--- src/rtl/ff_delay_line_pkg.sv ---
// ============================================================================
// ff_pkg : shared defaults and width helper for the ff_delay_line family
// Revision: 1.0
// ============================================================================
`default_nettype none

package ff_pkg;

  localparam int FF_DEFAULT_WIDTH = 8;
  localparam int FF_DEFAULT_DEPTH = 4;

  // Smallest r with 2**r >= n; used to size the occupancy count.
  function automatic int ff_clog2(input int n);
    int r;
    r = 0;
    for (int i = 0; i < 31; i++) begin
      if ((1 << i) < n) r = i + 1;
    end
    return r;
  endfunction

endpackage

`default_nettype wire

--- src/rtl/ff_delay_line_stage.sv ---
// ============================================================================
// ff_stage : one WIDTH-bit data register plus its valid bit
// Revision: 1.0
// ============================================================================
`default_nettype none

module ff_stage
  import ff_pkg::*;
#(
  parameter int               WIDTH     = FF_DEFAULT_WIDTH,
  parameter logic [WIDTH-1:0] RESET_VAL = '0
) (
  input  logic             clk,
  input  logic             rst_n,
  input  logic             sclr,
  input  logic             en,
  input  logic [WIDTH-1:0] d_in,
  input  logic             v_in,
  output logic [WIDTH-1:0] s,
  output logic             v
);

  logic [WIDTH-1:0] r_s;
  logic             r_v;

  always_ff @(posedge clk or negedge rst_n) begin
    if (!rst_n) begin
      r_s <= RESET_VAL;
      r_v <= 1'b0;
    end else if (sclr) begin
      r_s <= RESET_VAL;
      r_v <= 1'b0;
    end else if (en) begin
      r_s <= d_in;
      r_v <= v_in;
    end
  end

  assign s = r_s;
  assign v = r_v;

endmodule

`default_nettype wire

--- src/rtl/ff_delay_line.sv ---
// ============================================================================
// ff_delay_line : DEPTH-stage WIDTH-bit delay line with valids, stall, flush,
//                 tap outputs and occupancy count
// Revision: 1.0
// ============================================================================
`default_nettype none

module ff_delay_line
  import ff_pkg::*;
#(
  parameter int               WIDTH     = FF_DEFAULT_WIDTH,
  parameter int               DEPTH     = FF_DEFAULT_DEPTH,
  parameter logic [WIDTH-1:0] RESET_VAL = '0,
  parameter int               CW        = ff_clog2(DEPTH + 1)
) (
  input  logic                   clk,
  input  logic                   rst_n,
  input  logic                   en,
  input  logic                   sclr,
  input  logic                   in_valid,
  input  logic [WIDTH-1:0]       d,
  output logic [WIDTH-1:0]       q,
  output logic                   q_valid,
  output logic [WIDTH*DEPTH-1:0] taps,
  output logic [CW-1:0]          occupancy
);

  logic [WIDTH-1:0] w_s [DEPTH];
  logic [DEPTH-1:0] w_v;
  logic [WIDTH-1:0] w_d0;
  logic [CW-1:0]    r_occ;

  // Bubbles enter as RESET_VAL so invalid stages never carry stale data.
  assign w_d0 = in_valid ? d : RESET_VAL;

  for (genvar i = 0; i < DEPTH; i++) begin : g_stage
    logic [WIDTH-1:0] w_din;
    logic             w_vin;

    if (i == 0) begin : g_head
      assign w_din = w_d0;
      assign w_vin = in_valid;
    end else begin : g_body
      assign w_din = w_s[i-1];
      assign w_vin = w_v[i-1];
    end

    ff_stage #(
      .WIDTH     (WIDTH),
      .RESET_VAL (RESET_VAL)
    ) u_stage (
      .clk   (clk),
      .rst_n (rst_n),
      .sclr  (sclr),
      .en    (en),
      .d_in  (w_din),
      .v_in  (w_vin),
      .s     (w_s[i]),
      .v     (w_v[i])
    );

    assign taps[i*WIDTH +: WIDTH] = w_s[i];
  end

  always_ff @(posedge clk or negedge rst_n) begin
    if (!rst_n) begin
      r_occ <= '0;
    end else if (sclr) begin
      r_occ <= '0;
    end else if (en) begin
      r_occ <= r_occ + CW'(in_valid) - CW'(w_v[DEPTH-1]);
    end
  end

  assign q         = w_s[DEPTH-1];
  assign q_valid   = w_v[DEPTH-1];
  assign occupancy = r_occ;

  a_occ_popcount : assert property (@(posedge clk) disable iff (!rst_n)
                                    int'(r_occ) == $countones(w_v));

endmodule

`default_nettype wire

--- config.mk ---
export PLATFORM = sky130hd
export DESIGN_NAME = ff_delay_line
export DESIGN_NICKNAME = d
export VERILOG_FILES = /design/src/rtl/ff_delay_line_pkg.sv /design/src/rtl/ff_delay_line_stage.sv /design/src/rtl/ff_delay_line.sv
export SDC_FILE = /design/constraint.sdc
export NUM_CORES = 1
export LEC_CHECK = 0
export ABC_CLOCK_PERIOD_IN_PS = 2000
export CAP_MARGIN = 20
export CORE_MARGIN = 8
export CORE_UTILIZATION = 33
export CTS_BUF_LIST = sky130_fd_sc_hd__clkbuf_4
export DETAILED_ROUTE_END_ITERATION = 12
export PLACE_DENSITY = 0.65
export REMOVE_ABC_BUFFERS = 1
export SLEW_MARGIN = 10
export SYNTH_ARGS = -nofsm -noshare
export SYNTH_HDL_FRONTEND = slang
export SYNTH_SLANG_ARGS = --single-unit
export TNS_END_PERCENT = 50
--- constraint.sdc ---
create_clock -name clk -period 2 [get_ports clk]
set_input_delay 0.3 -clock clk [delete_from_list [all_inputs] [get_ports clk]]
set_output_delay 0.3 -clock clk [all_outputs]
set_load 0.01 [all_outputs]
# After elaboration in Yosys (flattened, before gate mapping)
# Index checks and enable logic that the tools add are counted.
[word_totals] ram_bits=0 input_bits=13 latch_bits=0 rom_bits=0 regBits=39 n_memories=0 output_inout_bits=44 word_cells=31
[classes] reduce_logical=1 div_mod_pow=0 shift=0 n_addsub=2 order_cmp=0 n_mux=19 eq_ne=0 bitwise_logic=0 mul=0
[ops] op="$mux 8" n=9
[ops] op="$mux 1" n=8
[ops] op="$mux 3" n=2
[ops] op="$add 3x1->3" n=1
[ops] op="$sub 3x1->3" n=1
[ops] op="$reduce_bool 2->1" n=1

# Longest topological paths before layout
# Gate-level depths: netlist of the first run.
[logic_depth] word_depth=4 mapped_depth=9 depth_no_buf=9

# Cells and area by module
# A second synthesis of the first run with hierarchy kept.
[unflattened] hier_cells=151 area_unflattened_um2=1761.7
[by_module_without_submodules] module="ff_stage" n_inst=4 area_each_um2=364.1 cells_per_inst=29 seq_area_each_um2=225.2
[by_module_without_submodules] module="ff_delay_line" n_inst=1 area_each_um2=305.3 cells_per_inst=35 seq_area_each_um2=75.1

# Worst setup path before layout of the first run
# No wires, ideal clock.
[synth_timing] kind="flip-flop to flip-flop" start="register g_stage[3].u_stage.r_v" end="register r_occ[2] (netlist: occupancy[2])" t_required_ps=1880 setup_time_ps=120 setup_slack_ps=191 period_less_slack_ps=1809 path_stages_with_launch=9 arrival_ps=1690 path_buffers=0 path_cell_list="dfrtp_1 > ha_1 > inv_1 > ha_1 > inv_1 > fa_1 > xor2_1 > a21oi_1 > a31o_1"
[synth_between] elab_chain_len=3
[synth_lines] item="start: declaration" line="ff_delay_line_stage.sv:24" source="logic r_v;"
[synth_lines] item="start signal: assignment" line="ff_delay_line_stage.sv:35" source="r_v <= v_in;"
[synth_lines] item="$sub 3x1->3" line="ff_delay_line.sv:71" source="r_occ <= r_occ + CW'(in_valid) - CW'(w_v[DEPTH-1]);"
[synth_lines] item="$mux 3" line="ff_delay_line.sv:70" source="end else if (en) begin"
[synth_lines] item="$mux 3" line="ff_delay_line.sv:68" source="end else if (sclr) begin"
[synth_lines] item="end signal: assignment" line="ff_delay_line.sv:71"
[synth_lines] item="end: declaration" line="ff_delay_line.sv:31" source="logic [CW-1:0] r_occ;"
# Every way passes these cells. The select of a mux whose other input is x is not followed.
# A chain may end at the register's enable or synchronous reset.

# Worst setup path after layout of the first run
# Same ends and word-level chain as after synthesis.

==> impl_summary.log, run 1 <==
[metrics] FILL cells: 519
[metrics] leakage power total: 1.11 nW
[metrics] global-route wire length before repair: 6190 µm
[metrics] Slew headroom: 0.676
[metrics] Tot Pwr: 0.00136 W
[metrics] post-synthesis to final-layout area growth: 35.7%
[metrics] final net count: 220
[metrics] clock-pin slew of the registers on the worst-case setup and hold paths: 0.12 ns
[metrics] total CTS buffers: 5
[metrics] Initial Utilization: 0.340
[metrics] Post-CTS Repair Setup Buffers: 0
[metrics] final hold violation count: 0
[metrics] DRC viols: 0
[metrics] Placement Setup Slack: 0.0725 ns
[metrics] number of gates resized after CTS: 0
[metrics] Max FO, Critical Path: 3
[metrics] actual transition at the worst max-transition pin: 0.487 ns
[metrics] Iter 0 DRT Violations: 61
[metrics] placeable core region: 5110 µm²
[metrics] number of synthesized register bits: 39
[metrics] die boundary width: 88.5 µm
[metrics] post-detailed-route via-to-cell ratio: 4.43
[metrics] post-route setup TNS: 0 ns
[metrics] type of the tightest min-delay check: input pin to flip-flop
[metrics] element type at the critical path start: flip-flop
[metrics] combined global-route utilization of all metal layers: 0.103
[metrics] number of buffers inserted by port buffering: 56
[metrics] final instance area: 2360 µm²
[metrics] sum of net half-perimeters after detailed placement: 2620 µm
[metrics] Final Max Slew Viols: 0
[metrics] Total Routed Length: 3770 µm
[metrics] grt ovf: 0
[metrics] worst ir drop on vdd: 0.313 mV
[metrics] worst endpoint required time: 2.25 ns
[metrics] crit-path cells: ha_1 > inv_1 > ha_1 > inv_1 > fa_1 > xor2_1 > a21oi_1 > a31o_1
[metrics] status: complete, no violations
[metrics] Setup Skew: 0.0145 ns
[metrics] PnR worst setup slack: 0.164 ns
[metrics] wire length per cell after detailed routing: 13.7 µm
[metrics] placed inst area: 2300 µm²
[metrics] time the worst path needs with I/O delays and setup: 1.84 ns
[metrics] number of rows created at floorplan: 26
[metrics] share of post-route cells with drive strength above 1: 0.0637
[metrics] data arrival time of the critical path: 2.08 ns
[metrics] vias in the first global route: 1259
[metrics] total of endpoints with negative setup slack in the final report: 0
[metrics] library cells used by synthesis: 15
[metrics] Top Ports: 57
[metrics] total iterations of the first detailed-routing run: 4
[metrics] number of warnings issued by yosys: 0
[metrics] TritonCTS clock tree: done
[metrics] source-to-sink clock delay at the later pin of the worst-skew pair: 0.34 ns
[metrics] Clock Root Buffer: clkbuf_4
[metrics] number of antenna repair diodes: 0
[metrics] CTS max path bufs: 2
[metrics] register area: 976 µm²
[metrics] largest net degree at the start of global routing: 49
[metrics] max cap viols: 0
[metrics] DIE HEIGHT: 88.5 µm
[metrics] area of the multi-input gates: 621 µm²
[metrics] routed via count: 1213
[metrics] H-tree depth reported by CTS: 2
[metrics] ratio of final minimum period to clock period: 0.918
[metrics] achievable frequency: 545 MHz
[metrics] hold buffers post-CTS: 1
[metrics] summed instance area of the synthesized netlist: 1740 µm²
[metrics] Placer Congestion: 0.669
[metrics] synthesized netlist cell count: 153
[metrics] kind of critical path: flip-flop to flip-flop
[metrics] total clock sinks: 39
[metrics] count of antenna-violating nets left after detailed routing: 0
[metrics] average size of a mapped cell: 11.4 µm²
[metrics] worst-path cell with the longest stage delay: dfrtp_1
[metrics] power density over the cells: 575 nW/µm²
[metrics] crit end category: flip-flop
[metrics] unrepaired setup endpoints after global routing: no
[metrics] maximum cell stage delay along the critical path: 0.41 ns
[metrics] number of antenna violations at the first check in global routing: 0
[metrics] post-synthesis sequential area ratio: 0.562
[metrics] floorplan die area: 7840 µm²
per-stage QoR:
stage               hold WS, ns   util  instances
finish                    0.472  0.461        274
global route              0.486  0.461        274
CTS                       0.462  0.461        274
detailed placement        0.390  0.450        266
global placement          0.388  0.450        266
floorplan               0.00441      -        135
final cells by class:
type | instances | share of cell area
multi-input combinational | 92 | 0.263
clock buffer | 5 | 0.0159
clock inverter | 2 | 0.00372
timing repair buffer | 62 | 0.259
inverter | 4 | 0.00637
tap | 70 | 0.0372
sequential | 39 | 0.414
cells by family after synthesis:
family                   count (synthesis)  share of synthesized area
multiplexers                            30                      0.173
AO/OA/AOI/OAI                           10                     0.0310
flip-flops                              39                      0.562
adder cells (fa/ha/maj)                  3                     0.0259
XOR/XNOR                                 1                    0.00504
AND/OR/NAND/NOR                         48                      0.122
buffers and inverters                   22                     0.0807
per-layer routing:
metal,GRT usage,share of wire,wire (µm)
met1,0.118,0.42,1570
met3,0.0362,0.077,289
met2,0.173,0.49,1860
met5,0,0,0
met4,0.0369,0.013,48
cell usage after synthesis:
library cell / count / area [µm²]
dfrtp_1: 39 / 976
nand3_1: 8 / 40.0
buf_2: 4 / 20.0
inv_1: 4 / 15.0
nor2_1: 31 / 116
mux2i_1: 30 / 300
nand2b_1: 9 / 56.3
a21oi_1: 9 / 45.0
clkbuf_1: 2 / 7.51
a31o_1: 1 / 8.76
buf_6: 2 / 22.5
fa_1: 1 / 20.0
xor2_1: 1 / 8.76
ha_1: 2 / 25.0
buf_4: 10 / 75.1
layout by cell type (no fill, tap or decap):
cell             Yosys  final
xor2_1               1      1
mux2i_1             30     30
a21oi_1              9      9
ha_1                 2      2
buf_2                4      2
clkbuf_4             0      5
buf_4               10      4
fa_1                 1      1
inv_1                4      4
nand3_1              8      8
dlygate4sd3_1        0      1
clkinv_1             0      1
buf_12               0      1
clkdlybuf4s50_1      0     54
dfrtp_1             39     39
a31o_1               1      1
clkinv_2             0      1
nand2b_1             9      9
nor2_1              31     31
worst max-delay path, delay by kind of cell (launching register included):
kind                     cells  cell delay [ns]
XOR/XNOR                     1             0.18
adder cells (fa/ha/maj)      3             0.78
buffers and inverters        2             0.10
flip-flops                   1             0.41
AO/OA/AOI/OAI                2             0.28
path summary, 6_finish.rpt:
check                                                to  cells past startpoint  slack, ns            startpoint
worst max-delay path                       occupancy[2]                      8       0.16  g_stage[3].u_stage.v
worst min-delay path            g_stage[0].u_stage.s[5]                      4       0.47                    en
worst max register to register             occupancy[2]                      8       0.16  g_stage[3].u_stage.v
worst min register to register     g_stage[1].u_stage.v                      2       0.53  g_stage[1].u_stage.v
max in group asynchronous       g_stage[3].u_stage.s[4]                      3       1.12                 rst_n
min in group asynchronous       g_stage[3].u_stage.s[3]                      3       0.53                 rst_n
sequential cells by signal, indices dropped and copies added, names as in the netlist:
name	cells
g_stage.u_stage.v	4
occupancy	3
g_stage.u_stage.s	32
power by group:
| group | switching [W] | total, W | leakage [nW] | internal [W] |
|---|---|---|---|---|
| combinational | 0.0000848 | 0.000171 | 0.540 | 0.0000863 |
| sequential | 0.0000135 | 0.000819 | 0.539 | 0.000805 |
| clock | 0.000241 | 0.000366 | 0.0285 | 0.000125 |
No activity file was read; power rests on OpenSTA's default activity.
==> run 2: changes to the inputs <==
--- a/constraint.sdc
+++ b/constraint.sdc
@@ -3,2 +3,2 @@
 set_output_delay 0.3 -clock clk [all_outputs]
-set_load 0.01 [all_outputs]
+set_load 0.005 [all_outputs]
==> results of run 2 <==
The final DEF is identical to that of run 1. Status: complete, no violations.
Main changes from that run: total power 0.00136 W -> 0.00135 W; worst IR drop on VDD 0.313 mV -> 0.311 mV
==> run 3: changes to the inputs <==
Settings changed: CORE_MARGIN 8 to unset, CORE_UTILIZATION 33 to 47, PLACE_DENSITY 0.65 to 0.86.
==> run 3 against run 2 <==
Net effect:
- final area is 0.80% higher
- first-iteration DRC count is 51% higher
- cell count is 8.8% lower
- clock power is 75% higher
- worst setup slack worse by 0.045 ns
- highest routed layer unchanged
==> impl_summary.log, run 3 (synthesized netlist as in run 1, its figures left out) <==
[metrics] share of post-route cells with drive strength above 1: 0.0735
[metrics] met2 routing resource usage after global routing: 0.306
[metrics] crit end category: flip-flop
[metrics] number of antenna violations at the first check in global routing: 0
[metrics] placeable core region: 3440 µm²
[metrics] final standard cell utilization of the core: 0.690
[metrics] share of total power in sequential cells: 0.505
[metrics] busiest grt layer: met2
[metrics] global-route wire length before repair: 5690 µm
[metrics] H-tree depth reported by CTS: 2
[metrics] most common cell after layout, fill and taps aside: clkdlybuf4s50_1
[metrics] number of rows created at floorplan: 21
[metrics] number of buffers inserted by port buffering: 56
[metrics] die boundary width: 62.8 µm
[metrics] worst endpoint required time: 2.23 ns
[metrics] maximum cell stage delay along the critical path: 0.38 ns
[metrics] clock-pin slew of the registers on the worst-case setup and hold paths: 0.11 ns
[metrics] largest net degree at the start of global routing: 40
[metrics] power density over the cells: 683 nW/µm²
[metrics] wire length per cell after detailed routing: 13.5 µm
[metrics] Iter 0 DRT Violations: 92
[metrics] Slew headroom: 0.445
[metrics] worst ir drop on vdd: 0.434 mV
[metrics] r2r setup slk: 0.12 ns
[metrics] max cap viols: 0
[metrics] fraction of power consumed by the clock network: 0.394
[metrics] TritonCTS clock tree: done
[metrics] grt ovf: 0
[metrics] Post-CTS Repair Setup Buffers: 0
[metrics] most common cell type on the critical path: inv_1
[metrics] count of antenna-violating nets left after detailed routing: 0
[metrics] net switching power: 0.000328 W
[metrics] kind of critical path: flip-flop to flip-flop
[metrics] unrepaired setup endpoints after global routing: no
[metrics] leakage power total: 1.13 nW
[metrics] number of gates resized after CTS: 0
[metrics] status: complete, no violations
[metrics] PnR worst setup slack: 0.120 ns
[metrics] source-to-sink clock delay at the later pin of the worst-skew pair: 0.34 ns
[metrics] total iterations of the first detailed-routing run: 5
[metrics] Clock Root Buffer: clkbuf_4
[metrics] sum of net half-perimeters after detailed placement: 2480 µm
[metrics] Max FO, Critical Path: 3
[metrics] post-route setup TNS: 0 ns
[metrics] element type at the critical path start: flip-flop
[metrics] global routing met1 resource utilization: 0.237
[metrics] relative contribution of combinational cells to total power: 0.100
[metrics] Initial Utilization: 0.505
[metrics] max reg flops: 32
[metrics] post-detailed-route via-to-cell ratio: 5.07
[metrics] DIE HEIGHT: 62.8 µm
[metrics] actual transition at the worst max-transition pin: 0.833 ns
[metrics] combined global-route utilization of all metal layers: 0.195
[metrics] crit-path cells: inv_1 > ha_1 > inv_1 > ha_1 > inv_1 > fa_1 > xor2_1 > a21oi_1 > a31o_1
[metrics] DRC viols: 0
[metrics] total CTS buffers: 5
[metrics] final hold violation count: 0
[metrics] Placer Congestion: 0.760
[metrics] data arrival time of the critical path: 2.11 ns
[metrics] CTS max path bufs: 2
[metrics] Setup Skew: 0.00741 ns
[metrics] total of endpoints with negative setup slack in the final report: 0
[metrics] buffer and inverter count on the worst path: 3
[metrics] time the worst path needs with I/O delays and setup: 1.88 ns
[metrics] floorplan die area: 3940 µm²
[metrics] Final Max Slew Viols: 0
[metrics] post-synthesis to final-layout area growth: 36.7%
[metrics] vias in the first global route: 1188
[metrics] Total Routed Length: 3370 µm
[metrics] Internal Power: 0.00129 W
[metrics] top library cells by usage in the layout, fill and taps aside: clkdlybuf4s50_1, dfrtp_1, nor2_1, mux2i_1
[metrics] Top Ports: 57
[metrics] number of antenna repair diodes: 0
[metrics] worst-path cell with the longest stage delay: dfrtp_1
[metrics] final net count: 219
[metrics] routed via count: 1268
[metrics] ratio of final minimum period to clock period: 0.940
[metrics] Placement Setup Slack: 0.0400 ns
[metrics] met3 track demand over resource in global routing: 0.0693
[metrics] achievable frequency: 532 MHz
[metrics] total clock sinks: 39
[metrics] Worst path top cell family by delay: adder cells
[metrics] hold buffers post-CTS: 0
[metrics] Switching Fraction: 0.202
[metrics] type of the tightest min-delay check: input pin to async pin
==> run 3: cell types whose count changed in the layout (fill, tap and decap cells not counted), sizes merged <==
cell and change:
bufinv +2, clkbuf +1, clkinv -2, dlygate4sd3 -1
==> run 3: cell type report <==
| cell class | count | area (µm²) |
|---|---|---|
| fill | 249 | 1070 |
| sequential | 39 | 976 |
| multi-input combinational | 92 | 621 |
| timing repair buffer | 61 | 601 |
| clock inverter | 2 | 60.1 |
| tap | 46 | 57.6 |
| clock buffer | 6 | 45.0 |
| inverter | 4 | 15.0 |
==> run 3: final timing paths <==
kind | from | end | cells past startpoint
max | occupancy[0] | occupancy[2] | 9
min in group clk | en | g_stage[0].u_stage.s[4] | 3
min | rst_n | g_stage[3].u_stage.s[0] | 1
min reg2reg | g_stage[1].u_stage.v | g_stage[1].u_stage.v | 2
max in group asynchronous | rst_n | g_stage[0].u_stage.s[1] | 1
max reg2reg | occupancy[0] | occupancy[2] | 9
==> run 3: power by group through the flow <==
stage	Clock [W]	Sequential [W]	Combinational (W)
5_1_grt	0.000695	0.000822	0.000179
2_1_floorplan	0	0.000834	0.0000455
4_1_cts	0.000658	0.000819	0.000166
6_report	0.000639	0.000819	0.000163
3_3_place_gp	0	0.000833	0.000160
3_5_place_dp	0	0.000834	0.000165
==> run 3: layer usage <==
metal | share of wire | up-vias | wire [µm]
met3 | 0.063 | 9 | 213
li1 | - | 596 | -
met1 | 0.42 | 605 | 1410
met2 | 0.49 | 58 | 1660
met5 | 0 | - | 0
met4 | 0.026 | 0 | 87
==> run 3: through the flow <==
| step | instance area, µm² | hold WS [ns] | power (W) | cells |
|---|---|---|---|---|
| floorplan | 1610 | 0.00441 | 0.000879 | 135 |
| global placement | 2270 | 0.433 | 0.000993 | 242 |
| detailed placement | 2270 | 0.437 | 0.000999 | 242 |
| CTS | 2370 | 0.0505 | 0.00164 | 250 |
| global route | 2370 | 0.0929 | 0.00170 | 250 |
| finish | 2370 | 0.0506 | 0.00162 | 250 |
